### config.mk
export PLATFORM = sky130hd
export DESIGN_NAME = fma_pipe
export DESIGN_NICKNAME = d
export VERILOG_FILES = /design/src/rtl/fma_pipe.sv
export SDC_FILE = /design/constraint.sdc
export NUM_CORES = 2
export LEC_CHECK = 0
export CORE_MARGIN = 5
export CORE_UTILIZATION = 44
export CTS_BUF_LIST = sky130_fd_sc_hd__clkbuf_2
export CTS_CLUSTER_DIAMETER = 50
export DETAILED_ROUTE_END_ITERATION = 10
export SLEW_MARGIN = 5
export SYNTH_ARGS = -nofsm -noshare
export SYNTH_HDL_FRONTEND = slang
export SYNTH_SLANG_ARGS = --single-unit
### constraint.sdc
create_clock -name clk -period 25.4 [get_ports clk]
set_clock_uncertainty 0.2 [all_clocks]
set_input_delay 5.08 -clock clk [delete_from_list [all_inputs] [get_ports clk]]
set_output_delay 5.08 -clock clk [all_outputs]
set_load 0.005 [all_outputs]
### src/rtl/fma_pipe.sv
// rtl/fma_pipe.sv - three-stage stall-all single-precision multiply-add (fmul then fadd)
package fma_pipe_pkg;
  localparam logic [31:0] QNAN = 32'h7FC00000;

  // Round and pack: sig[26] is the hidden bit, sig[2] guard, sig[1:0] sticky.
  function automatic logic [31:0] round_pack(input logic s, input logic signed [11:0] e,
                                             input logic [26:0] sig, input logic [2:0] rm);
    logic [26:0] m;
    logic signed [11:0] ee;
    logic [24:0] r;
    logic inc, g, st, lsb;
    int sh;
    m  = sig;
    ee = e;
    if (ee < 12'sd1) begin
      sh = 1 - int'(ee);
      if (sh > 26) m = {26'd0, |sig};
      else m = (sig >> sh) | {26'd0, |(sig & ((27'd1 << sh) - 27'd1))};
      ee = 12'sd1;
    end
    lsb = m[3];
    g   = m[2];
    st  = |m[1:0];
    case (rm)
      3'b001:  inc = 1'b0;
      3'b010:  inc = s & (g | st);
      3'b011:  inc = ~s & (g | st);
      3'b100:  inc = g;
      default: inc = g & (st | lsb);
    endcase
    r = {1'b0, m[26:3]} + {24'd0, inc};
    if (r[24]) begin
      r  = r >> 1;
      ee = ee + 12'sd1;
    end
    if (ee > 12'sd254) begin
      if (rm == 3'b001 || (rm == 3'b010 && !s) || (rm == 3'b011 && s))
        return {s, 8'hFE, 23'h7FFFFF};
      return {s, 8'hFF, 23'd0};
    end
    return {s, (r[23] ? ee[7:0] : 8'd0), r[22:0]};
  endfunction
endpackage

module fma_fmul
  import fma_pipe_pkg::*;
(
  input  logic [31:0] a_i,
  input  logic [31:0] b_i,
  input  logic [2:0]  rm_i,
  output logic [31:0] res_o
);
  logic        sa, sb, sp;
  logic [7:0]  ea, eb, ea1, eb1;
  logic [22:0] fa, fb;
  logic [47:0] p, pn;
  logic [5:0]  lzc;
  logic signed [11:0] e;
  logic a_nan, b_nan, a_inf, b_inf, a_zero, b_zero;

  always_comb begin
    {sa, ea, fa} = a_i;
    {sb, eb, fb} = b_i;
    sp     = sa ^ sb;
    a_nan  = (ea == 8'hFF) && (fa != 23'd0);
    b_nan  = (eb == 8'hFF) && (fb != 23'd0);
    a_inf  = (ea == 8'hFF) && (fa == 23'd0);
    b_inf  = (eb == 8'hFF) && (fb == 23'd0);
    a_zero = (ea == 8'd0) && (fa == 23'd0);
    b_zero = (eb == 8'd0) && (fb == 23'd0);
    ea1    = (ea == 8'd0) ? 8'd1 : ea;
    eb1    = (eb == 8'd0) ? 8'd1 : eb;
    p      = 48'({|ea, fa}) * 48'({|eb, fb});
    lzc    = '0;
    for (int i = 0; i < 48; i++) if (p[i]) lzc = 6'(47 - i);
    pn     = p << lzc;
    // Product binary point sits after bit 46; normalising to bit 47 costs one exponent step.
    e      = $signed({4'd0, ea1}) + $signed({4'd0, eb1}) - 12'sd126 - $signed({6'd0, lzc});
    res_o  = round_pack(sp, e, {pn[47:22], |pn[21:0]}, rm_i);
    if (a_nan || b_nan || (a_inf && b_zero) || (b_inf && a_zero)) res_o = QNAN;
    else if (a_inf || b_inf) res_o = {sp, 8'hFF, 23'd0};
    else if (a_zero || b_zero) res_o = {sp, 31'd0};
  end
endmodule

module fma_fadd
  import fma_pipe_pkg::*;
(
  input  logic [31:0] x_i,
  input  logic [31:0] y_i,
  input  logic [2:0]  rm_i,
  output logic [31:0] res_o
);
  logic        sx, sy, sb, ss, swap;
  logic [7:0]  ex, ey, ex1, ey1, eb, es, d;
  logic [22:0] fx, fy;
  logic [23:0] mx, my, mb, ms;
  logic [26:0] mb27, ms27, al, diff, sig;
  logic [27:0] sum;
  logic [4:0]  lz;
  logic signed [11:0] e;
  logic x_nan, y_nan, x_inf, y_inf;

  always_comb begin
    {sx, ex, fx} = x_i;
    {sy, ey, fy} = y_i;
    x_nan = (ex == 8'hFF) && (fx != 23'd0);
    y_nan = (ey == 8'hFF) && (fy != 23'd0);
    x_inf = (ex == 8'hFF) && (fx == 23'd0);
    y_inf = (ey == 8'hFF) && (fy == 23'd0);
    ex1   = (ex == 8'd0) ? 8'd1 : ex;
    ey1   = (ey == 8'd0) ? 8'd1 : ey;
    mx    = {|ex, fx};
    my    = {|ey, fy};
    swap  = {ex1, mx} < {ey1, my};
    sb    = swap ? sy : sx;
    ss    = swap ? sx : sy;
    eb    = swap ? ey1 : ex1;
    es    = swap ? ex1 : ey1;
    mb    = swap ? my : mx;
    ms    = swap ? mx : my;
    d     = eb - es;
    mb27  = {mb, 3'b000};
    ms27  = {ms, 3'b000};
    if (d > 8'd26) al = {26'd0, |ms27};
    else al = (ms27 >> d) | {26'd0, |(ms27 & ((27'd1 << d) - 27'd1))};
    sum   = {1'b0, mb27} + {1'b0, al};
    diff  = mb27 - al;
    lz    = '0;
    for (int i = 0; i < 27; i++) if (diff[i]) lz = 5'(26 - i);
    if (sb == ss) begin
      if (sum[27]) begin
        sig = {sum[27:2], |sum[1:0]};
        e   = $signed({4'd0, eb}) + 12'sd1;
      end else begin
        sig = sum[26:0];
        e   = $signed({4'd0, eb});
      end
      res_o = round_pack(sb, e, sig, rm_i);
    end else begin
      sig   = diff << lz;
      e     = $signed({4'd0, eb}) - $signed({7'd0, lz});
      res_o = round_pack(sb, e, sig, rm_i);
      // Exact cancellation yields +0 except when rounding toward -inf.
      if (diff == 27'd0) res_o = {(rm_i == 3'b010), 31'd0};
    end
    if (x_nan || y_nan || (x_inf && y_inf && (sx != sy))) res_o = QNAN;
    else if (x_inf) res_o = x_i;
    else if (y_inf) res_o = y_i;
  end
endmodule

module fma_pipe #(
  parameter int TAG_W       = 4,
  parameter int DEPTH_CNT_W = 2
) (
  input  logic                   clk,
  input  logic                   rst,
  input  logic                   in_valid,
  output logic                   in_ready,
  input  logic [31:0]            in_a,
  input  logic [31:0]            in_b,
  input  logic [31:0]            in_c,
  input  logic [1:0]             in_op,
  input  logic [2:0]             in_rm,
  input  logic [TAG_W-1:0]       in_tag,
  output logic                   out_valid,
  input  logic                   out_ready,
  output logic [31:0]            out_res,
  output logic [TAG_W-1:0]       out_tag,
  output logic [DEPTH_CNT_W-1:0] in_flight
);
  logic             adv;
  logic             s1_valid_q, s2_valid_q, s3_valid_q;
  logic [31:0]      s1_a_q, s1_b_q, s1_c_q, s2_p_q, s2_c_q, s3_res_q;
  logic [1:0]       s1_op_q, s2_op_q;
  logic [2:0]       s1_rm_q, s2_rm_q;
  logic [TAG_W-1:0] s1_tag_q, s2_tag_q, s3_tag_q;
  logic [31:0]      p_d, add_x_d, add_y_d, sum_d;

  assign adv      = ~s3_valid_q | out_ready;
  assign in_ready = adv;

  fma_fmul u_fmul (.a_i(s1_a_q), .b_i(s1_b_q), .rm_i(s1_rm_q), .res_o(p_d));

  // Sign selection is a raw bit-31 flip, so NaN signs flip as well.
  assign add_x_d = {s2_p_q[31] ^ s2_op_q[1], s2_p_q[30:0]};
  assign add_y_d = {s2_c_q[31] ^ s2_op_q[0], s2_c_q[30:0]};

  fma_fadd u_fadd (.x_i(add_x_d), .y_i(add_y_d), .rm_i(s2_rm_q), .res_o(sum_d));

  always_ff @(posedge clk or posedge rst) begin
    if (rst) begin
      s1_valid_q <= 1'b0;
      s2_valid_q <= 1'b0;
      s3_valid_q <= 1'b0;
      s1_a_q     <= '0;
      s1_b_q     <= '0;
      s1_c_q     <= '0;
      s1_op_q    <= '0;
      s1_rm_q    <= '0;
      s1_tag_q   <= '0;
      s2_p_q     <= '0;
      s2_c_q     <= '0;
      s2_op_q    <= '0;
      s2_rm_q    <= '0;
      s2_tag_q   <= '0;
      s3_res_q   <= '0;
      s3_tag_q   <= '0;
    end else if (adv) begin
      s1_valid_q <= in_valid;
      s1_a_q     <= in_a;
      s1_b_q     <= in_b;
      s1_c_q     <= in_c;
      s1_op_q    <= in_op;
      s1_rm_q    <= in_rm;
      s1_tag_q   <= in_tag;
      s2_valid_q <= s1_valid_q;
      s2_p_q     <= p_d;
      s2_c_q     <= s1_c_q;
      s2_op_q    <= s1_op_q;
      s2_rm_q    <= s1_rm_q;
      s2_tag_q   <= s1_tag_q;
      s3_valid_q <= s2_valid_q;
      s3_res_q   <= sum_d;
      s3_tag_q   <= s2_tag_q;
    end
  end

  assign out_valid = s3_valid_q;
  assign out_res   = s3_res_q;
  assign out_tag   = s3_tag_q;
  assign in_flight = DEPTH_CNT_W'(s1_valid_q) + DEPTH_CNT_W'(s2_valid_q)
                   + DEPTH_CNT_W'(s3_valid_q);
endmodule

## Word level (Yosys, flattened, before mapping)

Cells that the tools add are included.

- Flip-flop bits (word level): 217
- Output and inout bits: 40
- Word-level logic and storage cells: 318

- Add/subtract/negate cells: 23
- Multiply operators: 1
- Magnitude comparators: 11
- Eq/ne operators: 14
- Shift operators: 10
- Muxes and demuxes: 152
- Bitwise operators: 30
- Reduce and logical (&&, ||, !) cells: 61

Operator list:

| kind | count |
|---|---|
| 32-bit 2-to-1 mux | 19 |
| 27-bit 2-to-1 mux | 11 |
| 6-bit 2-to-1 mux | 48 |
| 24-bit 2-to-1 mux | 7 |
| 27-bit OR reduction | 6 |
| 12-bit 2-to-1 mux | 12 |
| 5-bit 2-to-1 mux | 27 |
| 27-bit AND | 4 |
| 27-bit by 1-bit OR with 27-bit output | 4 |
| 27-bit by 1-bit subtractor with 27-bit output, second input constant | 4 |
| 32-bit by 6-bit greater-than comparator with 1-bit output, second input constant | 3 |
| 1-bit by 32-bit left shift with 27-bit output, first input constant | 3 |
| 27-bit by 32-bit right shift with 27-bit output | 3 |
| 23-bit zero test | 4 |
| 23-bit nonzero test | 4 |
| 24-bit by 1-bit adder with 25-bit output | 3 |
| 8-bit 2-to-1 mux | 9 |
| 24-bit by 24-bit multiplier with 48-bit output | 1 |
| 48-bit OR reduction | 1 |
| 48-bit by 6-bit left shift with 48-bit output | 1 |
| 12-bit by 2-bit adder with 12-bit output, second input constant | 3 |
| 12-bit by 9-bit greater-than comparator with 1-bit output, second input constant | 3 |
| 8-bit == test, second input constant | 4 |
| 8-bit zero test | 4 |
| other kinds (38) | 114 |

## Depth between registers and ports, before layout

- Word-level depth: 73
- Mapped depth: 93
- Gate-level depth less buffers: 83

## Hierarchy

From an unflattened synthesis, not the netlist that was laid out.

- Cell total of the unflattened synthesis: 7,477
- Area, all modules: 58,955.3 um^2

Modules (own cells, without submodules):

| module | instances | cells an instance | area an instance (um^2) | seq. area each (um^2) |
|---|---|---|---|---|
| fma_fmul | 1 | 3,994 | 31,519.0 | 0.0 |
| fma_fadd | 1 | 3,020 | 18,936.9 | 0.0 |
| fma_pipe | 1 | 463 | 8,499.4 | 5,430.2 |

## Worst setup path after synthesis

No wires, ideal clock.

- Kind: register -> register
- Start: register s1_b_q[27]
- End: register s2_p_q[10]
- Library setup time: 0.126 ns
- Data arrival time: 17.240 ns
- Data required time: 25.074 ns
- Slack: 7.834 ns
- Stages on the path, launching flop included: 81
- Clock period less this slack: 17.566 ns
- Path through: dfrtp_1 > nor4_1 > nand2_1 > clkbuf_1 > and2_1 > fa_1 > fa_1 > fa_1 > inv_1 > fa_1 > fa_1 > fa_1 > fa_1 > inv_1 > ha_1 > a21o_1 > a21o_1 > a21o_1 > [... 45 more ...] > nor4b_1 > nand3_1 > a21boi_0 > o22ai_1 > a21oi_1 > a2111oi_0 > o21ai_0 > ha_1 > ha_1 > nand2b_1 > and4b_1 > buf_2 > and3_1 > o211ai_1 > o211ai_2 > nor3b_1 > buf_2 > a221o_1

- Cells in the longest elaborated chain, start to end: 48
- Elaborated cells on any way between the ends: 75
- Classes of those cells: add/sub: 7; mul: 1; order compare: 3; eq/ne: 1; shift: 3; mux: 37; bitwise: 7; reduce/logical: 16

Ends and longest elaborated chain:

| element | RTL line | RTL |
|---|---|---|
| start, declared | 175 | `logic [31:0] s1_a_q, s1_b_q, s1_c_q, s2_p_q, s2_c_q, s3_res_q;` |
| start signal, assigned | 213 | `s1_b_q <= in_b;` |
| 8-bit OR reduction | 73 | `p = 48'({\|ea, fa}) * 48'({\|eb, fb});` |
| 24-bit by 24-bit multiplier with 48-bit output | 73 |  |
| 6-bit 2-to-1 mux (25 in series) | 75 | `for (int i = 0; i < 48; i++) if (p[i]) lzc = 6'(47 - i);` |
| 12-bit by 7-bit subtractor with 12-bit output | 78 | `e = $signed({4'd0, ea1}) + $signed({4'd0, eb1}) - 12'sd126 - $signed({6'd0, lzc});` |
| 2-bit by 12-bit subtractor with 13-bit output | 16 | `sh = 1 - int'(ee);` |
| 1-bit by 32-bit left shift with 27-bit output | 18 | `else m = (sig >> sh) \| {26'd0, \|(sig & ((27'd1 << sh) - 27'd1))};` |
| 27-bit by 1-bit subtractor with 27-bit output | 18 |  |
| 27-bit AND | 18 |  |
| [... 8 more ...] | n/a |  |
| 24-bit by 1-bit adder with 25-bit output | 31 | `r = {1'b0, m[26:3]} + {24'd0, inc};` |
| 12-bit 2-to-1 mux | 32 | `if (r[24]) begin` |
| 12-bit by 9-bit greater-than comparator with 1-bit output | 36 | `if (ee > 12'sd254) begin` |
| 1-bit 2-to-1 mux | 36 |  |
| 32-bit 2-to-1 mux | 41 | `return {s, (r[23] ? ee[7:0] : 8'd0), r[22:0]};` |
| 32-bit 2-to-1 mux | 82 | `else if (a_zero \|\| b_zero) res_o = {sp, 31'd0};` |
| 32-bit 2-to-1 mux | 81 | `else if (a_inf \|\| b_inf) res_o = {sp, 8'hFF, 23'd0};` |
| 32-bit 2-to-1 mux * | 80 | `if (a_nan \|\| b_nan \|\| (a_inf && b_zero) \|\| (b_inf && a_zero)) res_o = QNAN;` |
| end signal, assigned | 219 | `s2_p_q <= p_d;` |
| end, declared | 175 |  |

Every way passes the cells marked *; elsewhere a longest branch is shown, timed or not.
A chain may end at the register's enable or synchronous reset.

## Final worst setup path

- Start: register s2_c_q[24]
- End: register s3_res_q[17] (netlist: out_res[17])

- Cells in the longest elaborated chain, start to end: 66
- Elaborated cells on any way between the ends: 152
- Classes of those cells: add/sub: 14; order compare: 8; eq/ne: 2; shift: 7; mux: 81; bitwise: 17; reduce/logical: 23

Ends and longest elaborated chain:

| element | RTL line | RTL |
|---|---|---|
| start, declared | 175 |  |
| start signal, assigned | 220 | `s2_c_q <= s1_c_q;` |
| 8-bit zero test | 112 | `ey1 = (ey == 8'd0) ? 8'd1 : ey;` |
| 8-bit 2-to-1 mux | 112 |  |
| 32-bit less-than comparator | 115 | `swap = {ex1, mx} < {ey1, my};` |
| 8-bit 2-to-1 mux, on equally long branches | 118, 119 |  |
| 8-bit subtractor | 122 | `d = eb - es;` |
| 1-bit by 8-bit left shift with 27-bit output | 126 | `else al = (ms27 >> d) \| {26'd0, \|(ms27 & ((27'd1 << d) - 27'd1))};` |
| 27-bit by 1-bit subtractor with 27-bit output | 126 |  |
| 27-bit AND | 126 |  |
| [... 50 more ...] | n/a |  |
| 1-bit 2-to-1 mux | 36 |  |
| 1-bit 2-to-1 mux | 131 | `if (sb == ss) begin` |
| 32-bit 2-to-1 mux | 41 |  |
| 32-bit 2-to-1 mux | 145 | `if (diff == 27'd0) res_o = {(rm_i == 3'b010), 31'd0};` |
| 32-bit 2-to-1 mux | 131 |  |
| 32-bit 2-to-1 mux | 149 | `else if (y_inf) res_o = y_i;` |
| 32-bit 2-to-1 mux | 148 | `else if (x_inf) res_o = x_i;` |
| 32-bit 2-to-1 mux * | 147 | `if (x_nan \|\| y_nan \|\| (x_inf && y_inf && (sx != sy))) res_o = QNAN;` |
| end signal, assigned | 225 | `s3_res_q <= sum_d;` |
| end, declared | 175 |  |

Every way passes the cells marked *; elsewhere a longest branch is shown, timed or not. The select of a mux whose other input is x is not followed.

==> reports/results.tsv <==
stage	metric	value	unit
outcome	status	complete, no violations	
synthesis	Yosys reg bits	217	
flow_run	max-cap violations	0	
synthesis	FFs w/ async S/R, synth	100	%
sta	Max Clk Rate	44.3	MHz
floorplanning	I/O Pins	149	
place	GP Congestion	1.01	
synthesis	mean area per synthesized cell	7.54	um^2
min_path	worst hold path class	reg2reg	
synthesis	Yosys Warn Count	0	
grt	grt ovf	0	
sta	Slew @ Worst Pin	1.41	ns
synthesis	post-synthesis cell area	0.0549	mm^2
sta	Max Slew Vio Count	0	
finish	FILL cells	12700	
synthesis	ys flop type	dfrtp_1	
place	Detail Placement HPWL	184000	um
clock_network	Clock Sinks	217	
setup_path	highest-delay cell along the critical path	o311a_1	
route	WL final	236000	um
synthesis	Synth Instances	7276	
sta	Min Clock Period, post-route	22.57	ns
finish	Multi-input gate area	0.0450	mm^2
route	DRT iter0 DRCs	6877	
place	pre-CTS WS	3.55	ns
clock_network	Resized cells post-CTS	0	
route	vias per inst	6.40	
sta	final hold viol count	0	
finish	Reg area	0.00543	mm^2
grt	initial antenna violation count	12	
route	DRC Markers	0	
floorplanning	Initial Utilization	44.3	%
finish	share of cells above drive strength 1	6.43	%
route	drt wl/cell	26.6	um
synthesis	post-synthesis sequential area ratio	9.89	%
clock_network	TritonCTS buffer count	67	
sta	RSZ-0062 raised after global routing	false	
setup_path	Worst Path Class, Setup	reg2reg	
floorplanning	die width	363	um
sta	fin crit share	88.8	%
place	placed insts	8767	
finish	leading cell type in the layout, fill and taps excluded	nand2_1	
clock_network	setup bufs post-CTS	0	
synthesis	Mapped Nets	8172	
clock_network	htree depth	3	
setup_path	Worst Path Max Fanout	39	
sta	TNS Setup	0	ns
sta	Slew HR	6.22	%
setup_path	WP data arrival	23.52	ns
floorplanning	DIE AREA	0.132	mm^2
setup_path	Crit. End Element	flip-flop	
clock_network	CTS Hold Bufs	0	
grt	pin count of the biggest net entering global routing	81	
clock_network	clk slew on worst S/H paths	0.10	ns
sta	final setup fails	0	
route	Routed Antenna Nets	0	
route	Via Count	56800	
grt	vias in the first global route	55400	
synthesis	Post-synth EDFFs	0	
setup_path	most frequent CP cell	o21ai_0	
synthesis	Yosys cell types	134	
place	# port buffers	148	
floorplanning	core area	0.124	mm^2
setup_path	slowest cell delay on critical path	0.92	ns
clock_network	clock latency on the worst-skew pair	1.35	ns
sta	final setup margin	2.83	ns
finish	nets	8095	
clock_network	Clock Tree Buf Depth	3	
route	first drt pass iteration count	9	
floorplanning	Die Height	363	um
grt	global-route wire length before repair	355000	um
finish	Layout area overhead	6.28	%
grt	Tot GR Track Use	34.9	%
clock_network	Root Buffer	clkbuf_2	
clock_network	CTS tree	built	
setup_path	Required @ worst endpoint	26.35	ns
finish	most frequent cells in the layout	912 x nand2_1, 708 x inv_1, 617 x and2_1	
setup_path	crit path launch type	flip-flop	
floorplanning	Site Rows	129	
finish	Finished Layout Cells	8880	
## stage by stage
stage,utilization (%),instance area [um^2],hold slack [ns]
final,47.1,58300,0.250
after global routing,47.1,58300,0.291
after CTS,47.1,58300,0.261
after detailed placement,46.7,57800,0.255
after global placement,46.7,57800,0.249
after floorplan,-,54900,0.239
## worst max-delay path: cells and delay by family, from the launching register on
family                     cells  cell delay, ns
DFF                            1            0.47
muxes                          2            1.13
buffers and inverters          9            2.71
AOI/OAI and AO/OA             33            8.91
adders and majority gates      6            1.72
and+or+nand+nor               29            7.18
## synth_stat cells (all sizes together), types with 34 or more instances
cell type    n  area share (%)
a211oi      89             1.3
ha         300             6.8
o31ai       43            0.70
o22ai       93             1.1
and3        42            0.49
mux2i      129             2.4
a22oi       44            0.61
nor4        80             1.0
nor2       524             3.7
buf        110             1.1
clkbuf     328             2.2
and2       622             7.1
o32ai       39            0.62
o211ai     104             1.5
o21bai      34            0.48
a31oi       72            0.85
nand2b      62            0.71
nor2b       37            0.42
o21a        35            0.48
xnor2      144             2.3
a21o        82             1.1
nand3      169             1.6
or3         55            0.63
o21ai      328             3.0
fa         487              18
a221o       57             1.0
dfrtp      217             9.9
or2         35            0.40
xor2        76             1.2
a21oi      361             3.3
nor3       175             1.7
nand2      915             6.3
inv        718             4.9
nand4       86             1.0
## routing by layer
metal  GRT usage (%)  share of wire (%)  up-vias
li1                -                  -    25300
met1            49.1                 43    27900
met2            52.0                 42     3005
met3            7.49                9.6      575
met4            14.7                4.9       10
met5               0              0.021        -
## flip-flops by register name, summed over array words and instances (netlist names)
signal / cells
s2_c_q: 32
s1_valid_q: 1
s2_p_q: 32
s2_valid_q: 1
out_valid: 1
out_res: 32
s1_rm_q: 3
out_tag: 4
s2_rm_q: 3
s2_tag_q: 4
s1_c_q: 32
s1_op_q: 2
s1_tag_q: 4
s2_op_q: 2
s1_b_q: 32
s1_a_q: 32
## path summary, 6_finish.rpt
check	cells after the start	from	slack, ns	endpoint
max in group asynchronous	4	rst	19.11	s1_c_q[14]
hold reg to reg	2	s1_c_q[18]	0.25	s2_c_q[18]
setup / recovery	79	s2_c_q[24]	2.83	out_res[17]
hold / removal	2	s1_c_q[18]	0.25	s2_c_q[18]
setup reg to reg	79	s2_c_q[24]	2.83	out_res[17]
min in group asynchronous	2	rst	3.96	s1_a_q[16]
## cell families after synthesis
| logic type | after synthesis | share of synthesized area, % |
|---|---|---|
| fa+ha+maj | 787 | 24.6 |
| xor+xnor | 220 | 3.52 |
| buf+inv | 1166 | 8.36 |
| mux | 172 | 3.67 |
| simple gates | 2890 | 26.3 |
| compound gates | 1824 | 23.7 |
| flops | 217 | 9.89 |
## layout make-up
class,count,share of cell area (%)
antenna,6,0.0257
clock buffer,88,0.755
clock inverter,19,0.182
inverter,726,4.70
multi-input combinational,5893,77.1
sequential,217,9.31
tap,1637,3.51
timing repair buffer,294,4.42
Power is not shown: default switching activity piles up to over one toggle a cycle in this logic, so the estimate is an artifact.
==> patch, RTL diff (same flow settings) <==
Change the parameter `DEPTH_CNT_W` from 2 to 4.
--- a/src/rtl/fma_pipe.sv
+++ b/src/rtl/fma_pipe.sv
@@ -152,7 +152,7 @@
 
 module fma_pipe #(
   parameter int TAG_W       = 4,
-  parameter int DEPTH_CNT_W = 2
+  parameter int DEPTH_CNT_W = 4
 ) (
   input  logic                   clk,
   input  logic                   rst,
Interface: changed (resized in_flight); port bits go from 149 to 151. No check against the original RTL was run, so the function may have changed too.
==> patch against the original RTL <==
Setup slack worse by 14 ps. Cell area grew 0.33%. Synthesized area barely moved. Largest cell class unchanged. Count of clock-buffer cells in the layout increased by 1. Wire length increased by 0.92%. Critical endpoint is now out_res[4]$_DFFE_PP0P_. Sequential cell count is the same.
Power is left out: the tool's default activity adds up to more than one toggle a clock period on the data nets, which glitch-free logic cannot reach.
==> patch: results (changes against the original RTL) <==
Parameter                              Value

Placement
  Number of placed instances, taps included    8,777 (+0.11%)
  Final GP Congestion    1.02 (+1.3%)
  Count of input and output buffers    148 (unchanged)
  HPWL after detailed placement    185,000 um (+0.78%)

Worst setup path
  Number of cells traversed by the worst register-to-register path    80 (+1.3%)
  Critical path arrival    23,540 ps (+20 ps)
  Slowest-stage cell, CP    sky130_fd_sc_hd__a21oi_1
  Stage delay of the slowest cell on the critical path    1020 ps (+100 ps)
  Kind of critical path    register to register
  Endpoint of the lowest-slack register-to-register path    out_res[4]$_DFFE_PP0P_

Global routing
  Largest net degree at the start of global routing    77 (-4.9%)
  First-pass GRT wire length    360,000 um (+1.2%)
  Antenna violations before repair    8 (-4)
  Via count of the first global-routing pass    55,700 (+0.61%)
  Global router's overall resource usage    35.3% (+0.43 points)

Synth
  Dominant cells by area after synthesis    sky130_fd_sc_hd__fa_1 18%, sky130_fd_sc_hd__dfrtp_1 9.9%, sky130_fd_sc_hd__and2_1 7.0%
  Warnings, synthesis    0 (unchanged)
  Sequential element share of the synthesized area    9.89% (about the same)
  Library cells used by synthesis    135 (+0.75%)
  Average footprint of a synthesized cell    7.54 um^2 (about the same)

Drt
  Routed length per placed instance    26.8 um (+0.61%)
  Via-per-instance ratio    6.42 (+0.38%)
  Iteration count of the initial detailed-routing pass    10 (+1)
  Overall via count from detail_route    57,200 (+0.69%)
  First DRT Iteration DRCs    7,511 (+9.2%)

CTS
  Post-CTS setup-driven buffer insertion count    0 (unchanged)
  Clk Tree Root Cell    sky130_fd_sc_hd__clkbuf_2
  Deepest clock path buffer count    3 (unchanged)
  Inserted Clock Buffers    68 (+1.5%)
  Resize count post-CTS    0 (unchanged)
  Clock Latency Late Sink    1480 ps (+130 ps)

Finish
  Final nets    8,106 (+0.14%)
  Share of post-route cells with drive strength above 1    6.64% (+0.21 points)

STA
  Final worst hold slack    150 ps (-100 ps)
  Tightest slew margin relative to the limit    7.54% (+1.3 points)

Worst hold path
  Hold EP    s2_c_q[6]$_DFFE_PP0P_
  Hold Path Origin    s1_c_q[6]$_DFFE_PP0P_

Run status
  Status    complete, no violations
[patch: cell types whose count changed after synthesis, sizes merged]
cell  before  now
conb       0    1
buf      110  112
[patch: area by class of cell]
class,instances,area [um^2]
flip-flops and latches,217,5430
fillers,12500,65300
repair buffers,302,2650
well taps,1637,2050
multi-input cells,5895,45000
clock buffers,89,445
diodes,9,22.5
clock inverters,32,195
inverters,726,2740
[patch: stage by stage]
stage                     setup WS (ps)  util, %  cell area, um^2
after floorplan                    7830        -            54900
after global placement             4010     46.7            57900
after detailed placement           3500     46.7            57900
after CTS                          3470     47.3            58500
after global routing               1360     47.3            58500
final                              2820     47.3            58500
[patch: kinds of logic (layout without fill, tap and decap cells)]
| logic type | after synthesis | after routing | share of synthesized area, % |
|---|---|---|---|
| AOI/OAI and AO/OA | 1824 | 1824 | 23.7 |
| xor gates and xnor gates | 220 | 220 | 3.52 |
| adders and majority gates | 787 | 787 | 24.6 |
| buffers and inverters | 1168 | 1149 | 8.38 |
| DFF | 217 | 217 | 9.89 |
| muxes | 172 | 172 | 3.66 |
| other | 1 | 11 | 0.00683 |
| and+or+nand+nor | 2890 | 2890 | 26.3 |
[patch: worst max-delay path: cells and delay by family, from the launching register on]
family | cells | cell delay (ps)
compound gates | 32 | 8870
simple gates | 29 | 7390
buf+inv | 12 | 3260
fa+ha+maj | 6 | 1890
flops | 1 | 480
mux | 1 | 230
[patch: layer usage]
metal	vias to the layer above	GRT usage (%)	wire length, um
li1	25300	-	-
met1	28200	49.6	102000
met2	3072	53.0	101000
met3	606	7.30	22500
met4	4	15.0	11900
met5	-	0	29
